`config.mk`:
```
export PLATFORM = sky130hd
export DESIGN_NAME = jt12_acc_seq_flat
export DESIGN_NICKNAME = d
export VERILOG_FILES = /design/src/rtl/jt12_acc_seq_if.sv /design/src/rtl/jt12_acc_seq.sv /design/src/flat_wrapper.sv
export SDC_FILE = /design/constraint.sdc
export NUM_CORES = 1
export LEC_CHECK = 0
export BUFFER_PORTS_ARGS = -buffer_cell sky130_fd_sc_hd__buf_2
export CORE_MARGIN = 2
export CORE_UTILIZATION = 31
export CTS_CLUSTER_DIAMETER = 150
export DETAILED_ROUTE_END_ITERATION = 16
export HOLD_SLACK_MARGIN = 0.02
export PLACE_DENSITY = 0.55
export SLEW_MARGIN = 20
export SYNTH_ARGS = -nofsm -noshare
export SYNTH_HDL_FRONTEND = slang
export SYNTH_SLANG_ARGS = --single-unit
```
`constraint.sdc`:
```
create_clock -name clk -period 6.7 [get_ports clk]
set_clock_uncertainty 0.05 [all_clocks]
set_input_delay 1.675 -clock clk [delete_from_list [all_inputs] [get_ports clk]]
set_output_delay 1.675 -clock clk [all_outputs]
set_load 0.05 [all_outputs]
```
`src/rtl/jt12_acc_seq_if.sv`:
```
// Configuration write bus for the accumulator slot sequencer.
// The master drives one channel-table write per clk_en edge.
interface jt12_acc_seq_if;
    logic       cfg_we;
    logic [2:0] cfg_ch;
    logic [2:0] cfg_alg;
    logic [1:0] cfg_rl;

    modport master (output cfg_we, cfg_ch, cfg_alg, cfg_rl);
    modport slave  (input  cfg_we, cfg_ch, cfg_alg, cfg_rl);
endinterface

```
`src/rtl/jt12_acc_seq.sv`:
```
// Accumulator slot sequencer: walks 24 slots per frame (4 operator groups x
// 6 channels) and presents registered per-slot decodes together with the
// channel configuration. Configuration is double-buffered: writes land in a
// pending table and are promoted to the active table only on the frame wrap,
// so a frame never sees a configuration change part way through.
//
// state     | meaning
// ST_FIRST  | first output frame after reset, sample_rdy suppressed
// ST_RUN    | steady state, sample_rdy pulses at output slot 1
module jt12_acc_seq (
    input  logic                    clk,
    input  logic                    rst,
    input  logic                    clk_en,
    jt12_acc_seq_if.slave           cfg,
    input  logic [5:0]              ch_mask,
    input  logic                    pcm_en_in,
    output logic                    zero,
    output logic                    s1_enters,
    output logic                    s2_enters,
    output logic                    s3_enters,
    output logic                    s4_enters,
    output logic                    ch6op,
    output logic [2:0]              alg,
    output logic [1:0]              rl,
    output logic                    channel_en,
    output logic                    pcm_en,
    output logic [4:0]              slot,
    output logic                    sample_rdy
);

    typedef enum logic {ST_FIRST, ST_RUN} frame_state_t;

    frame_state_t state, state_nxt;

    logic [4:0] cnt;
    logic [1:0] cur_grp;
    logic [2:0] cur_ch;
    logic       wrap;

    logic [2:0] pend_alg [6];
    logic [1:0] pend_rl  [6];
    logic [5:0] pend_mask;
    logic       pend_pcm;

    logic [2:0] act_alg [6];
    logic [1:0] act_rl  [6];
    logic [5:0] act_mask;
    logic       act_pcm;

    assign wrap = (cnt == 5'd23);

    // Split cnt into group and channel; the channel offset is taken modulo 8
    // on the low three bits, which is exact because the result is always 0-5.
    always_comb begin
        cur_grp = 2'd0;
        cur_ch  = cnt[2:0];
        if (cnt < 5'd6) begin
            cur_grp = 2'd0;
            cur_ch  = cnt[2:0];
        end else if (cnt < 5'd12) begin
            cur_grp = 2'd1;
            cur_ch  = cnt[2:0] - 3'd6;
        end else if (cnt < 5'd18) begin
            cur_grp = 2'd2;
            cur_ch  = cnt[2:0] - 3'd4;
        end else begin
            cur_grp = 2'd3;
            cur_ch  = cnt[2:0] - 3'd2;
        end
    end

    // Slot counter and registered slot decodes (one clk_en behind cnt).
    always_ff @(posedge clk or posedge rst) begin
        if (rst) begin
            cnt        <= 5'd0;
            slot       <= 5'd0;
            zero       <= 1'b0;
            s1_enters  <= 1'b0;
            s2_enters  <= 1'b0;
            s3_enters  <= 1'b0;
            s4_enters  <= 1'b0;
            ch6op      <= 1'b0;
            alg        <= 3'd0;
            rl         <= 2'd0;
            channel_en <= 1'b0;
            pcm_en     <= 1'b0;
            sample_rdy <= 1'b0;
        end else if (clk_en) begin
            cnt        <= wrap ? 5'd0 : cnt + 5'd1;
            slot       <= cnt;
            zero       <= (cnt == 5'd0);
            s1_enters  <= (cur_grp == 2'd0);
            s3_enters  <= (cur_grp == 2'd1);
            s2_enters  <= (cur_grp == 2'd2);
            s4_enters  <= (cur_grp == 2'd3);
            ch6op      <= (cur_ch == 3'd5);
            alg        <= act_alg[cur_ch];
            rl         <= act_rl[cur_ch];
            channel_en <= ~act_mask[cur_ch];
            pcm_en     <= act_pcm;
            sample_rdy <= (cnt == 5'd1) && (state == ST_RUN);
        end
    end

    // Pending configuration: table writes plus per-edge mask/PCM sampling.
    always_ff @(posedge clk or posedge rst) begin
        if (rst) begin
            for (int i = 0; i < 6; i++) begin
                pend_alg[i] <= 3'd0;
                pend_rl[i]  <= 2'b11;
            end
            pend_mask <= 6'd0;
            pend_pcm  <= 1'b0;
        end else if (clk_en) begin
            if (cfg.cfg_we && (cfg.cfg_ch < 3'd6)) begin
                pend_alg[cfg.cfg_ch] <= cfg.cfg_alg;
                pend_rl[cfg.cfg_ch]  <= cfg.cfg_rl;
            end
            pend_mask <= ch_mask;
            pend_pcm  <= pcm_en_in;
        end
    end

    // Shadow copy at the frame wrap; reads pending as it was before this edge.
    always_ff @(posedge clk or posedge rst) begin
        if (rst) begin
            for (int i = 0; i < 6; i++) begin
                act_alg[i] <= 3'd0;
                act_rl[i]  <= 2'b11;
            end
            act_mask <= 6'd0;
            act_pcm  <= 1'b0;
        end else if (clk_en && wrap) begin
            for (int i = 0; i < 6; i++) begin
                act_alg[i] <= pend_alg[i];
                act_rl[i]  <= pend_rl[i];
            end
            act_mask <= pend_mask;
            act_pcm  <= pend_pcm;
        end
    end

    // Frame state register.
    always_ff @(posedge clk or posedge rst) begin
        if (rst) begin
            state <= ST_FIRST;
        end else begin
            state <= state_nxt;
        end
    end

    // Leave the first frame once its last slot has been issued.
    always_comb begin
        state_nxt = state;
        case (state)
            ST_FIRST: if (clk_en && wrap) state_nxt = ST_RUN;
            ST_RUN:   state_nxt = ST_RUN;
            default:  state_nxt = ST_FIRST;
        endcase
    end

endmodule
```
`src/flat_wrapper.sv`:
```
// flat-port wrapper written by rule: the top's interface ports become plain ports
module jt12_acc_seq_flat 
  (clk, rst, clk_en, ch_mask, pcm_en_in, zero, s1_enters, s2_enters, s3_enters, s4_enters, ch6op, alg, rl, channel_en, pcm_en, slot, sample_rdy, cfg_cfg_we, cfg_cfg_ch, cfg_cfg_alg, cfg_cfg_rl);
  jt12_acc_seq_if cfg_i ();
  input  logic clk;
  input  logic rst;
  input  logic clk_en;
  input  logic [5:0] ch_mask;
  input  logic pcm_en_in;
  output logic zero;
  output logic s1_enters;
  output logic s2_enters;
  output logic s3_enters;
  output logic s4_enters;
  output logic ch6op;
  output logic [2:0] alg;
  output logic [1:0] rl;
  output logic channel_en;
  output logic pcm_en;
  output logic [4:0] slot;
  output logic sample_rdy;
  input wire logic [$bits(cfg_i.cfg_we)-1:0] cfg_cfg_we;
  input wire logic [$bits(cfg_i.cfg_ch)-1:0] cfg_cfg_ch;
  input wire logic [$bits(cfg_i.cfg_alg)-1:0] cfg_cfg_alg;
  input wire logic [$bits(cfg_i.cfg_rl)-1:0] cfg_cfg_rl;
  assign cfg_i.cfg_we = cfg_cfg_we;
  assign cfg_i.cfg_ch = cfg_cfg_ch;
  assign cfg_i.cfg_alg = cfg_cfg_alg;
  assign cfg_i.cfg_rl = cfg_cfg_rl;
  jt12_acc_seq u_core (.clk(clk), .rst(rst), .clk_en(clk_en), .cfg(cfg_i), .ch_mask(ch_mask), .pcm_en_in(pcm_en_in), .zero(zero), .s1_enters(s1_enters), .s2_enters(s2_enters), .s3_enters(s3_enters), .s4_enters(s4_enters), .ch6op(ch6op), .alg(alg), .rl(rl), .channel_en(channel_en), .pcm_en(pcm_en), .slot(slot), .sample_rdy(sample_rdy));
endmodule
```
==> reports/qor.csv <==
metric,value,unit
root buffer cell,clkbuf_16,
Final #Nets,354,
most frequent cell after synthesis,dfrtp_1,
CP startpoint kind,input pin,
register area share after synthesis,0.587,
antenna cells,0,
R2R cell count,7,
final hold viol count,0,
dpl hpwl,5260,um
setup violators final,0,
main area contributors after synthesis,"dfrtp_1 44%, mux2_2 15%, dfstp_2 15%",
Synth Instances,294,
CTS H-Tree Depth,3,
Pins Over Slew Limit,0,
Cell variety after synth,45,
drt wl/cell,15.9,um
Leakage,2.28,nW
first-pass GRT wire length,13400,um
Pwr Total,0.00212,W
Hold Buf Count CTS,0,
CTS max path bufs,2,
Fmax achieved,0.285,GHz
max incr delay on CP,570,ps
routed via count,2423,
slowest cell on the critical path,buf_2,
Routed WL,8100,um
antenna violations before repair,0,
largest net degree at the start of global routing,62,
remaining global-route overflow,0,
end of the critical path,u_core.pend_alg[4],
Worst Setup SP,clk_en,
Main synth FF type,dfrtp_1,
outcome,"complete, no violations",
worst-path cell chain,"buf_2, nand2_1, nor2_1, nand2_1, nor2_1, mux2_2",
R2R Setup Slk,4220,ps
Antenna Nets Post-Route,0,
GRT Util Overall,0.120,
Crit. End Element,flip-flop,
worst hold start,u_core.state,
share of the synthesized area in the top cell type,0.439,
Filler cells,1312,
"EDFF count, synth",0,
First-pass DRT Iterations,4,
latest clock arrival within the worst-skew pair,340,ps
Die Footprint,14700,um2
Power Dens Cells,430,nW/um2
ys async rst share,1.00,
tightest slew margin relative to the limit,0.491,
Port Buffers,37,
die span in x,121,um
Post-Syn Area,4270,um2
Post-CTS Setup Bufs,0,
Tcrit/Tclk final,0.523,
CTS buffer count,9,
Max-cap violations,0,
setup_tns,0,ps
clock-pin slew of the registers on the worst-case setup and hold paths,70,ps
Post-Syn Nets,318,
"Min Clock Period, post-route",3500,ps
CTS resizes,0,
RSZ-0062 raised after global routing,false,
CP Class,input pin to flip-flop,
crit path max fanout,37,
Peak VDD IR,0.159,mV
RD Place Congestion,0.754,
critical path required time,6880,ps
Commonest cells post-synth,"75 x dfrtp_1, 57 x mux2_2, 25 x mux2_1",
proportion of layout cells with a drive suffix above 1,0.448,
io pins,38,
Tightest Pin Transition,764,ps
number of global-route vias before repair,2549,
Rows,42,
"Avg Cell Area, Syn",14.5,um2
# clock sinks,99,
CP Data Arrival Time,3680,ps
Core Region,13300,um2
Yosys top cell by area,dfrtp_1,
Reg-to-Reg Start,u_core.cnt[1],
Area growth syn-to-layout,15.3,%
Die Span Y,121,um
hold crit path type,flip-flop to flip-flop,
Seq cells post-synth,99,
FF-to-FF End,u_core.rl[1],
# DRC,0,
synth warn,0,
Initial Util,0.320,
CTS tree,yes,
vias per inst,4.74,
DR iter-0 viols,151,
## stage by stage
step                      setup WS [ps]  cell area, um2  hold WS, ps  utilization  std cells
after CTS                          3200            4920          419        0.369        511
after global routing               3100            4920          452        0.369        511
after detailed placement           2840            4620          404        0.346        495
final                              3200            4920          417        0.369        511
after global placement             2870            4620          402        0.346        495
after floorplan                    2420            4270          384            -        294
## layout make-up
class	count	area [um2]	area share
well taps	176	220	0.0447
repair buffers	40	208	0.0422
flip-flops and latches	99	2510	0.509
clock inverters	6	65.1	0.0132
clock buffers	10	239	0.0485
multi-input cells	170	1650	0.334
inverters	10	40.0	0.00813
## cell families (layout without fill, tap and decap cells)
kind of cell / after synthesis / count (layout) / synth area share
flops: 99 / 99 / 0.587
mux: 93 / 93 / 0.261
simple gates: 45 / 45 / 0.0574
buf+inv: 25 / 66 / 0.0287
compound gates: 23 / 23 / 0.0407
fa+ha+maj: 5 / 5 / 0.0146
xor+xnor: 4 / 4 / 0.00996
## worst min-delay path by stage
stage	to	depth (start not counted)	slack [ps]
final	u_core.state	1	420
after global routing	u_core.act_alg[10]	1	450
after CTS	u_core.state	1	420
after detailed placement	u_core.state	1	400
after global placement	u_core.state	1	400
after floorplan	u_core.state	1	380
## cells in the final DEF (no fill, tap or decap), drive strengths merged, types with 3 or more instances in the layout
cell type  instances
a211o              4
a21oi              5
buf               40
clkbuf            10
clkinvlp           4
dfrtp             75
dfstp             24
ha                 5
inv               10
mux2              82
mux2i              5
mux4               6
nand2             11
nand2b             3
nand3              5
nor2               7
nor2b              4
nor4               5
o21ai              6
xnor2              3
## flip-flops by register name, summed over array words and instances (netlist names), 2 cells and up
name              flops
u_core.rl             2
u_core.cnt            5
u_core.act_alg       18
u_core.act_mask       6
u_core.alg            3
u_core.pend_rl       12
u_core.act_rl        12
u_core.slot           5
u_core.pend_alg      18
u_core.pend_mask      6
## where the power goes
part,switching [W],internal [W]
Clock,0.000219,0.000299
Combinational,0.000395,0.000284
Sequential,0.000110,0.000814
Total,0.000723,0.00140
## layer usage
| metal | vias up | wire (um) | GRT usage |
|---|---|---|---|
| li1 | 1128 | - | - |
| met1 | 1233 | 3810 | 0.158 |
| met2 | 48 | 3790 | 0.192 |
| met3 | 14 | 350 | 0.0305 |
| met4 | 0 | 150 | 0.0417 |
| met5 | - | 0 | 0 |
## critical path, delay by kind of cell
family / cells / cell delay (ps)
simple gates: 4 / 1020
buf+inv: 1 / 570
mux: 1 / 400
No activity file was read; power rests on OpenSTA's default activity.
